$ cat src/rtl/mem_pkg.sv
// Shared definitions for the bus-based memory stage:
// funct3 codes, FSM states, access size decode and byte masks.
package mem_pkg;

  localparam logic [2:0] F3_B  = 3'b000;
  localparam logic [2:0] F3_H  = 3'b001;
  localparam logic [2:0] F3_W  = 3'b010;
  localparam logic [2:0] F3_D  = 3'b011;
  localparam logic [2:0] F3_BU = 3'b100;
  localparam logic [2:0] F3_HU = 3'b101;
  localparam logic [2:0] F3_WU = 3'b110;

  typedef enum logic {
    IDLE,
    WAIT_RSP
  } state_t;

  typedef enum logic [1:0] {
    SZ_B,
    SZ_H,
    SZ_W,
    SZ_D
  } size_t;

  // Anything not legal for the direction/XLEN falls back to a word.
  function automatic size_t access_size(
    input logic [2:0] f3,
    input logic       is_store,
    input logic       x64
  );
    size_t s;
    s = SZ_W;
    case (f3)
      F3_B:    s = SZ_B;
      F3_H:    s = SZ_H;
      F3_D:    s = x64 ? SZ_D : SZ_W;
      F3_BU:   s = is_store ? SZ_W : SZ_B;
      F3_HU:   s = is_store ? SZ_W : SZ_H;
      default: s = SZ_W;
    endcase
    return s;
  endfunction

  function automatic logic [7:0] size_mask(input size_t s);
    logic [7:0] m;
    m = 8'h0F;
    case (s)
      SZ_B:    m = 8'h01;
      SZ_H:    m = 8'h03;
      SZ_W:    m = 8'h0F;
      SZ_D:    m = 8'hFF;
      default: m = 8'h0F;
    endcase
    return m;
  endfunction

  function automatic logic misaligned(
    input size_t      s,
    input logic [2:0] off
  );
    logic m;
    m = 1'b0;
    case (s)
      SZ_B:    m = 1'b0;
      SZ_H:    m = off[0];
      SZ_W:    m = |off[1:0];
      SZ_D:    m = |off;
      default: m = 1'b0;
    endcase
    return m;
  endfunction

endpackage

$ cat src/rtl/mem_stage_bus_loadext.sv
// Load data alignment: picks the addressed lane and
// sign- or zero-extends it according to funct3.
module loadext_gen
  import mem_pkg::*;
#(
  parameter int XLEN = 32,
  localparam int OFFW = $clog2(XLEN / 8)
) (
  input  logic [XLEN-1:0] i_rdata,
  input  logic [OFFW-1:0] i_off,
  input  logic [2:0]      i_funct3,
  output logic [XLEN-1:0] o_data
);

  logic [XLEN-1:0] w_sh;
  logic [7:0]      w_b;
  logic [15:0]     w_h;
  logic [31:0]     w_w;

  assign w_sh = i_rdata >> {i_off, 3'b000};
  assign w_b  = w_sh[7:0];
  assign w_h  = w_sh[15:0];
  assign w_w  = w_sh[31:0];

  // On XLEN=32 the full-width case degenerates to a plain word.
  always_comb begin
    o_data = XLEN'($signed(w_w));
    case (i_funct3)
      F3_B:    o_data = XLEN'($signed(w_b));
      F3_H:    o_data = XLEN'($signed(w_h));
      F3_BU:   o_data = XLEN'(w_b);
      F3_HU:   o_data = XLEN'(w_h);
      F3_WU:   o_data = XLEN'(w_w);
      F3_D:    o_data = w_sh;
      default: o_data = XLEN'($signed(w_w));
    endcase
  end

endmodule

$ cat src/rtl/mem_stage_bus.sv
// Memory stage driving an external req/gnt/rvalid data bus,
// stalling while an access is outstanding; owns MEM/WB.
module mem_stage_bus
  import mem_pkg::*;
#(
  parameter int XLEN       = 32,
  parameter int ADDR_WIDTH = 16
) (
  input  logic                  clk,
  input  logic                  reset,
  input  logic                  in_valid,
  input  logic                  MemRead,
  input  logic                  MemWrite,
  input  logic [2:0]            funct3,
  input  logic [XLEN-1:0]       ALUResult,
  input  logic [XLEN-1:0]       WriteData,
  input  logic                  RegWrite,
  input  logic [1:0]            ResultSrc,
  input  logic [4:0]            Rd,
  input  logic [XLEN-1:0]       PCPlus4,
  input  logic [XLEN-1:0]       ImmExt,
  output logic                  mem_req,
  output logic                  mem_we,
  output logic [ADDR_WIDTH-1:0] mem_addr,
  output logic [XLEN/8-1:0]     mem_be,
  output logic [XLEN-1:0]       mem_wdata,
  input  logic                  mem_gnt,
  input  logic                  mem_rvalid,
  input  logic [XLEN-1:0]       mem_rdata,
  output logic                  StallM,
  output logic [4:0]            RdM,
  output logic                  RegWriteM,
  output logic [XLEN-1:0]       ALUResultM,
  output logic                  wb_valid,
  output logic                  wb_RegWrite,
  output logic [1:0]            wb_ResultSrc,
  output logic [XLEN-1:0]       wb_ALUResult,
  output logic [4:0]            wb_Rd,
  output logic [XLEN-1:0]       wb_PCPlus4,
  output logic [XLEN-1:0]       wb_ImmExt,
  output logic [XLEN-1:0]       wb_load_data,
  output logic                  wb_misaligned
);

  localparam int NB   = XLEN / 8;
  localparam int OFFW = $clog2(NB);

  state_t          r_state;
  state_t          w_next;
  size_t           w_size;
  logic [OFFW-1:0] w_off;
  logic            w_memop;
  logic            w_mis;
  logic            w_done;
  logic            w_ld_done;
  logic [XLEN-1:0] w_ext;

  assign w_off   = ALUResult[OFFW-1:0];
  assign w_memop = in_valid & (MemRead | MemWrite);
  assign w_size  = access_size(funct3, MemWrite, XLEN == 64);
  assign w_mis   = w_memop & misaligned(w_size, 3'(w_off));

  assign mem_we    = MemWrite;
  assign mem_addr  = {ALUResult[ADDR_WIDTH-1:OFFW], {OFFW{1'b0}}};
  assign mem_be    = NB'(size_mask(w_size)) << w_off;
  assign mem_wdata = WriteData << {w_off, 3'b000};

  assign RdM        = Rd;
  assign RegWriteM  = RegWrite;
  assign ALUResultM = ALUResult;

  always_ff @(posedge clk or posedge reset) begin
    if (reset) r_state <= IDLE;
    else       r_state <= w_next;
  end

  // Stores are posted on grant; loads wait for rvalid.
  always_comb begin
    w_next  = r_state;
    mem_req = 1'b0;
    w_done  = 1'b0;
    unique case (r_state)
      IDLE: begin
        mem_req = w_memop & ~w_mis;
        if (mem_req && mem_gnt) begin
          if (MemWrite) w_done = 1'b1;
          else          w_next = WAIT_RSP;
        end
      end
      WAIT_RSP: begin
        if (mem_rvalid) begin
          w_done = 1'b1;
          w_next = IDLE;
        end
      end
    endcase
  end

  assign w_ld_done = w_done & (r_state == WAIT_RSP);
  assign StallM    = w_memop & ~w_mis & ~w_done;

  loadext_gen #(.XLEN(XLEN)) u_loadext (
    .i_rdata (mem_rdata),
    .i_off   (w_off),
    .i_funct3(funct3),
    .o_data  (w_ext)
  );

  always_ff @(posedge clk or posedge reset) begin
    if (reset) begin
      wb_valid      <= 1'b0;
      wb_RegWrite   <= 1'b0;
      wb_ResultSrc  <= '0;
      wb_ALUResult  <= '0;
      wb_Rd         <= '0;
      wb_PCPlus4    <= '0;
      wb_ImmExt     <= '0;
      wb_load_data  <= '0;
      wb_misaligned <= 1'b0;
    end else if (StallM) begin
      wb_valid    <= 1'b0;
      wb_RegWrite <= 1'b0;
    end else begin
      wb_valid      <= in_valid;
      wb_RegWrite   <= RegWrite & ~w_mis;
      wb_ResultSrc  <= ResultSrc;
      wb_ALUResult  <= ALUResult;
      wb_Rd         <= Rd;
      wb_PCPlus4    <= PCPlus4;
      wb_ImmExt     <= ImmExt;
      wb_misaligned <= w_mis;
      if (w_ld_done) wb_load_data <= w_ext;
    end
  end

endmodule

$ cat config.mk
export PLATFORM = sky130hd
export DESIGN_NAME = mem_stage_bus
export DESIGN_NICKNAME = d
export VERILOG_FILES = /design/src/rtl/mem_pkg.sv /design/src/rtl/mem_stage_bus_loadext.sv /design/src/rtl/mem_stage_bus.sv
export SDC_FILE = /design/constraint.sdc
export NUM_CORES = 1
export LEC_CHECK = 0
export CAP_MARGIN = 40
export CORE_AREA = 4 4 155 157
export CTS_CLUSTER_DIAMETER = 30
export DETAILED_ROUTE_END_ITERATION = 10
export DIE_AREA = 0 0 159 161
export GPL_TIMING_DRIVEN = 1
export PLACE_DENSITY = 0.78
export RECOVER_POWER = 100
export SLEW_MARGIN = 15
export SYNTH_ARGS = -nofsm -noshare
export SYNTH_HDL_FRONTEND = slang
export SYNTH_SLANG_ARGS = --single-unit
$ cat constraint.sdc
create_clock -name clk -period 13.84 [get_ports clk]
set_input_delay 2.076 -clock clk [delete_from_list [all_inputs] [get_ports clk]]
set_output_delay 2.076 -clock clk [all_outputs]
set_load 0.02 [all_outputs]
==> results of run 1 <==
[power by group]
group	total, mW	switching [mW]	leakage, nW	internal [mW]
clock network	0.454	0.198	0.277	0.255
logic	0.425	0.216	2.73	0.209
registers	0.500	0.0311	1.63	0.469
total	1.38	0.445	4.64	0.933
[per-stage QoR]
step / util (%) / worst slack (ns) / cell area, sq um / instances / hold WS, ns
finish: 49.72 / 5.243 / 11190 / 1196 / 0.4781
global route: 49.72 / 4.681 / 11190 / 1196 / 0.4999
CTS: 50.39 / 7.343 / 11340 / 1196 / 0.5074
detailed placement: 47.80 / 7.355 / 10760 / 1164 / 0.4906
global placement: 47.55 / 7.388 / 10700 / 1162 / 0.4885
floorplan: - / 8.039 / 6822 / 554 / 0.5975
[layer usage]
layer,vias to the layer above,global-route usage [%]
met5,-,0
met1,2737,19.27
met4,0,5.207
met2,247,29.73
li1,2602,-
met3,34,7.068
[cells in the mapped netlist, types with 2 or more instances]
cell / count / area, sq um
nand2b_1: 2 / 12.51
mux2i_1: 31 / 310.3
buf_6: 5 / 56.30
nor2_1: 29 / 108.9
o22a_1: 16 / 140.1
clkbuf_1: 12 / 45.04
inv_1: 5 / 18.77
a211oi_1: 16 / 120.1
o21ai_0: 10 / 50.05
mux2_4: 26 / 390.4
nor2b_1: 17 / 106.4
nand3b_1: 2 / 15.01
buf_4: 55 / 412.9
nand2_1: 16 / 60.06
buf_1: 9 / 33.78
dfrtp_1: 139 / 3478
a21oi_1: 26 / 130.1
o22ai_1: 3 / 18.77
mux2_2: 86 / 968.4
and2_1: 18 / 112.6
o2bb2ai_1: 7 / 61.31
buf_2: 10 / 50.05
[area by class of cell]
class	instances	area (sq um)	share of cell area (%)
repair buffers	416	4119	36.82
clock buffers	18	429.2	3.836
clock inverters	14	155.1	1.387
inverters	5	20.02	0.1789
well taps	285	356.6	3.187
flip-flops and latches	139	3478	31.09
multi-input cells	319	2630	23.51
[final timing paths]
| check | start | endpoint | cells past startpoint |
|---|---|---|---|
| max in group asynchronous | reset | wb_ALUResult[29]$_DFFE_PP0N_ | 4 |
| max reg2reg | r_state$_DFF_PP0_ | wb_ImmExt[26]$_DFFE_PP0N_ | 6 |
| max | ALUResult[0] | mem_wdata[20] | 7 |
| min in group asynchronous | reset | wb_PCPlus4[30]$_DFFE_PP0N_ | 2 |
| min | wb_ImmExt[23]$_DFFE_PP0N_ | wb_ImmExt[23]$_DFFE_PP0N_ | 1 |
| min reg2reg | wb_ImmExt[23]$_DFFE_PP0N_ | wb_ImmExt[23]$_DFFE_PP0N_ | 1 |
[critical path: cells and delay by family]
family | cells | cell delay, ns
buf+inv | 4 | 3.59
simple gates | 2 | 0.75
compound gates | 1 | 0.08
[cells by family after synthesis]
| family | Yosys count |
|---|---|
| other | 1 |
| and+or+nand+nor | 86 |
| buffers and inverters | 96 |
| AOI/OAI and AO/OA | 88 |
| DFF | 139 |
| muxes | 143 |
[state kept, by name (all words and copies together) (netlist names)]
register and count:
r_state 1, wb_ALUResult 32, wb_ImmExt 32, wb_PCPlus4 32, wb_Rd 5, wb_RegWrite 1
wb_ResultSrc 2, wb_load_data 32, wb_misaligned 1, wb_valid 1
==> impl_results.md, run 1 <==
- Avg Cell Area, Syn: 12.33 sq um
- Setup violators final: 0
- Critical path, cell by cell: buf_2, clkbuf_1, nor2b_1, clkbuf_1, nand2_1, o21ai_0, dlygate4sd3_1
- Post-layout nets: 1076
- Register area share after synthesis: 51.02%
- Mux contribution to synthesized area: approximately a quarter
- Max-cap violations: 6
- Flop-to-flop setup slack: between 9 and 10 ns
- Setup TNS: 0 ns
- Post-Synth Simple-Gate Area: between 6 and 7%
- CTS resizes: 0
- Overflow left after global routing: 0
- Worst-path clk slew: 0.06 ns
- DR vias: 5620
- Routability cong.: 0.8670
- Fin. Hold Viols: 0
- Met2 wire length: 11.40 mm
- Min Tclk post-route: 8.597 ns
- Clock buffer depth: 2
- Worst-path fanout max: 74
- First-pass DRT Iterations: 5
- Gr usage total: 17.10%
- Die footprint: 25600 sq um
- RSZ-0062 raised after global routing: no
- EDFF count, synth: 0
- Htree depth: 4
- Synth unique cells: 35
- Power per cell area: 123.2 nW/um^2
- DR iter-0 viols: ~180
- Initial core utilization: 30.30%
- Met3 WL: 2.022 mm
- Io pins: between 400 and 500
- Root Buffer: clkbuf_16
- Top routing layer in use: met4
- # Post-CTS Setup Buffers: 0
- Port buffer count: just over 400
- Final Skew: 0.01277 ns
- Arrival @ worst endpoint: 6.52 ns
- Antenna cells: 0
- Crit-path slowest cell: clkbuf_1
- Synth async-reset ratio: 100.0%
- Synth Area in Adders: 0%
- Routed WL per cell: ~19 um
- Netlist Area Pre-Place: 6818 sq um
- First-pass GRT wire length: 34.52 mm
- Tot Pwr: around 1.4 mW
- Area Overhead vs Synth: 64.10%
- Xor and xnor area share after synthesis: 0%
- Req. time, crit path: 11.76 ns
- Final ANT Viol Nets: 0
- CTS tree: built
- Vias in the first global route: 5934
- Antenna violations before repair: 0
- Most frequent cells in the layout: dlygate4sd3_1 (224), clkdlybuf4s50_1 (180), dfrtp_1 (139)
- Worst setup EP type: primary output
- DRC: 0
- Via density: 4.699
- Synth Register Bits: 139
- Fin crit share: 62.12%
- Least-Margin Pin Slew: 3.329 ns
- Most used cell, CP: clkbuf_1
- Max-slew headroom: -121.9%
- Main combinational cell family by area after synthesis: multiplexers
- Failing checks: capacitance limit, slew limit
- Total core area: 22500 sq um
- Max frequency: 116.3 MHz
- Status: finished, violations left
- Largest net degree at the start of global routing: 75
- Commonest non-fill, non-tap cell in the layout: dlygate4sd3_1
- Clk_lat worst skew: between 0.4 and 0.5 ns
- Hold_buf cts: 0
- Post-detail-place hpwl: between 15 and 20 mm
- Layout fillers: 2046
- Synth Warn #: 0
- CTS Buf Count: 17
- Slowest stage delay, CP: 2.34 ns
- Complex-gate fraction of the synthesized area: 9.139%
- P_leak: 4.645 nW
- Startpoint types: input pin
- Synth Instances: approximately 550
- Fin. max-slew vios: between 300 and 400
- Main flop type after synthesis: dfrtp_1
- Total wire length: 22.60 mm
- Routed length on met1: 8.664 mm
- Layout cell share with drive strength beyond 1: between 10 and 15%
- CTS sink count: ~140
- Max IR drop VDD: roughly 0.097 mV
- Die Span X: between 150 and 200 um
- Min-Delay Path Class: flop to flop
- Die Ht: 161 um
- Crit path kind: input pin to primary output
- FP Rows: 55
Note: power is estimated with default switching activity, not from simulation.
==> inputs of run 2 (changes only) <==
CORE_AREA = 4 4 156 158   (was 4 4 155 157)
DIE_AREA = 0 0 160 162   (was 0 0 159 161)
PLACE_DENSITY = 0.8   (was 0.78)
clock period = 6.9 ns   (was 13.84 ns; I/O delays follow)
==> run 2 against run 1 <==
  * The flow still finishes with violations (capacitance limit, slew limit)
  * Critical path depth fell by 1
  * Clock power rose by 100%
  * Die area rose by 1.3%
  * Register-to-register slack got worse by 6.2 ns
  * Setup slack got worse by 3.8 ns
  * Flip-flop and latch count did not move
  * Via count rose by 0.18%
  * Cell area rose by 0.30%
  * Sequential share of layout area fell by 0.094 points
  * Critical endpoint is now mem_wdata[19]
  * Highest routed layer unchanged
==> impl_results.md, run 2 (same netlist as run 1, synthesis figures left out) <==
- Fin. Hold Viols: 0
- Clock buffer depth: 2
- Setup TNS: 0 ns
- CTS tree: built
- Worst-path clk slew: 0.06 ns
- Tot Pwr: about 2.8 mW
- Most frequent cells in the layout: dlygate4sd3_1 (226), clkdlybuf4s50_1 (178), dfrtp_1 (139)
- Arrival @ worst endpoint: approximately 4.5 ns
- Worst-path fanout max: 37
- Fin. max-slew vios: a little over 200
- Power per cell area: 247.3 nW/um^2
- Antenna cells: 0
- RSZ-0062 raised after global routing: no
- Vias in the first global route: 6053
- FP Rows: 56
- Commonest non-fill, non-tap cell in the layout: dlygate4sd3_1
- DR iter-0 viols: 170
- Post-detail-place hpwl: 17.51 mm
- Dpl ws: 2.452 ns
- Largest net degree at the start of global routing: 82
- CTS Buf Count: 17
- Req. time, crit path: 5.86 ns
- Routed WL per cell: around 19 um
- Setup violators final: 0
- Final Skew: 0.01255 ns
- Max IR drop VDD: 0.1896 mV
- Io pins: 409
- Die Span X: 160 um
- Inst Count DP: 1169
- Total core area: 23120 sq um
- Die footprint: between 20000 and 30000 sq um
- Layout fillers: 2063
- Startpoint types: input pin
- P_leak: 4.680 nW
- Least-Margin Pin Slew: between 2 and 3 ns
- Area Overhead vs Synth: 64.60%
- Min-Delay Path Class: flop to flop
- Port buffer count: 406
- Worst setup EP type: primary output
- Max frequency: roughly 180 MHz
- Via density: around 4.7
- Final ANT Viol Nets: 0
- DRC: 0
- Htree depth: 4
- Layout Cells excl Fill: ~1200
- Initial core utilization: 29.49%
- # Post-CTS Setup Buffers: 0
- CTS resizes: 0
- Post-layout nets: roughly 1100
- Failing checks: capacitance limit, slew limit
- Max-slew headroom: -76.94%
- Total wire length: 22.71 mm
- Final worst slack: 1.397 ns
- Min Tclk post-route: 5.503 ns
- Die Ht: between 150 and 200 um
- Overflow left after global routing: 0
- Hold_buf cts: 0
- Crit path kind: input pin to primary output
- Antenna violations before repair: 0
- First-pass DRT Iterations: 4
- Root Buffer: clkbuf_16
- Fin crit share: 79.75%
- Clk_lat worst skew: 0.41 ns
- Max-cap violations: 5
- Status: finished, violations left
- Layout cell share with drive strength beyond 1: 13.94%
- DR vias: 5630
- Routability cong.: roughly 0.84
- CTS sink count: 139
- First-pass GRT wire length: 35.12 mm
- Gr usage total: 17.17%
run 2: stage by stage:
step | utilization [%] | area [sq um] | hold slack [ns]
after floorplan | - | 6822 | 0.5975
after global placement | 46.30 | 10710 | 0.4887
after detailed placement | 46.54 | 10760 | 0.4931
after CTS | 49.10 | 11350 | 0.5085
after global routing | 48.53 | 11220 | 0.5053
final | 48.53 | 11220 | 0.4811
run 2: critical path, stage by stage:
cell and delay (ns):
buf_2 0.51, clkbuf_1 1.38, nor2b_1 0.56, nand2_1 0.18, o21ai_0 0.09, dlygate4sd3_1 0.69
run 2: metal layers:
layer,track usage (%),vias up,part of all wire (%)
met2,29.83,251,51
met3,5.684,27,7.8
met4,4.928,0,1.8
met5,0,-,0
li1,-,2605,-
met1,20.39,2747,39
run 2: report_power, final:
part	switching, mW	total, mW	internal [mW]
registers	0.0619	1.00	0.940
clock network	0.400	0.923	0.523
logic	0.433	0.849	0.417
total	0.895	2.77	1.88
run 2: area by class of cell:
type	count	area, sq um	share of cell area, %
inverter	5	20.02	0.1784
sequential	139	3478	31.00
tap	290	362.8	3.233
clock buffer	18	439.2	3.913
clock inverter	14	152.6	1.360
timing repair buffer	416	4143	36.92
multi-input combinational	319	2626	23.40
run 2: path summary, 6_finish.rpt:
kind | startpoint | to | slack (ns) | depth (start not counted)
hold reg to reg | wb_ImmExt[0]$_DFFE_PP0N_ | wb_ImmExt[0]$_DFFE_PP0N_ | 0.48 | 1
hold / removal | wb_ImmExt[0]$_DFFE_PP0N_ | wb_ImmExt[0]$_DFFE_PP0N_ | 0.48 | 1
setup / recovery | ALUResult[1] | mem_wdata[19] | 1.40 | 6
max in group asynchronous | reset | wb_Rd[3]$_DFFE_PP0N_ | 2.43 | 4
setup reg to reg | r_state$_DFF_PP0_ | wb_PCPlus4[24]$_DFFE_PP0N_ | 3.08 | 6
min in group asynchronous | reset | wb_Rd[2]$_DFFE_PP0N_ | 1.12 | 2
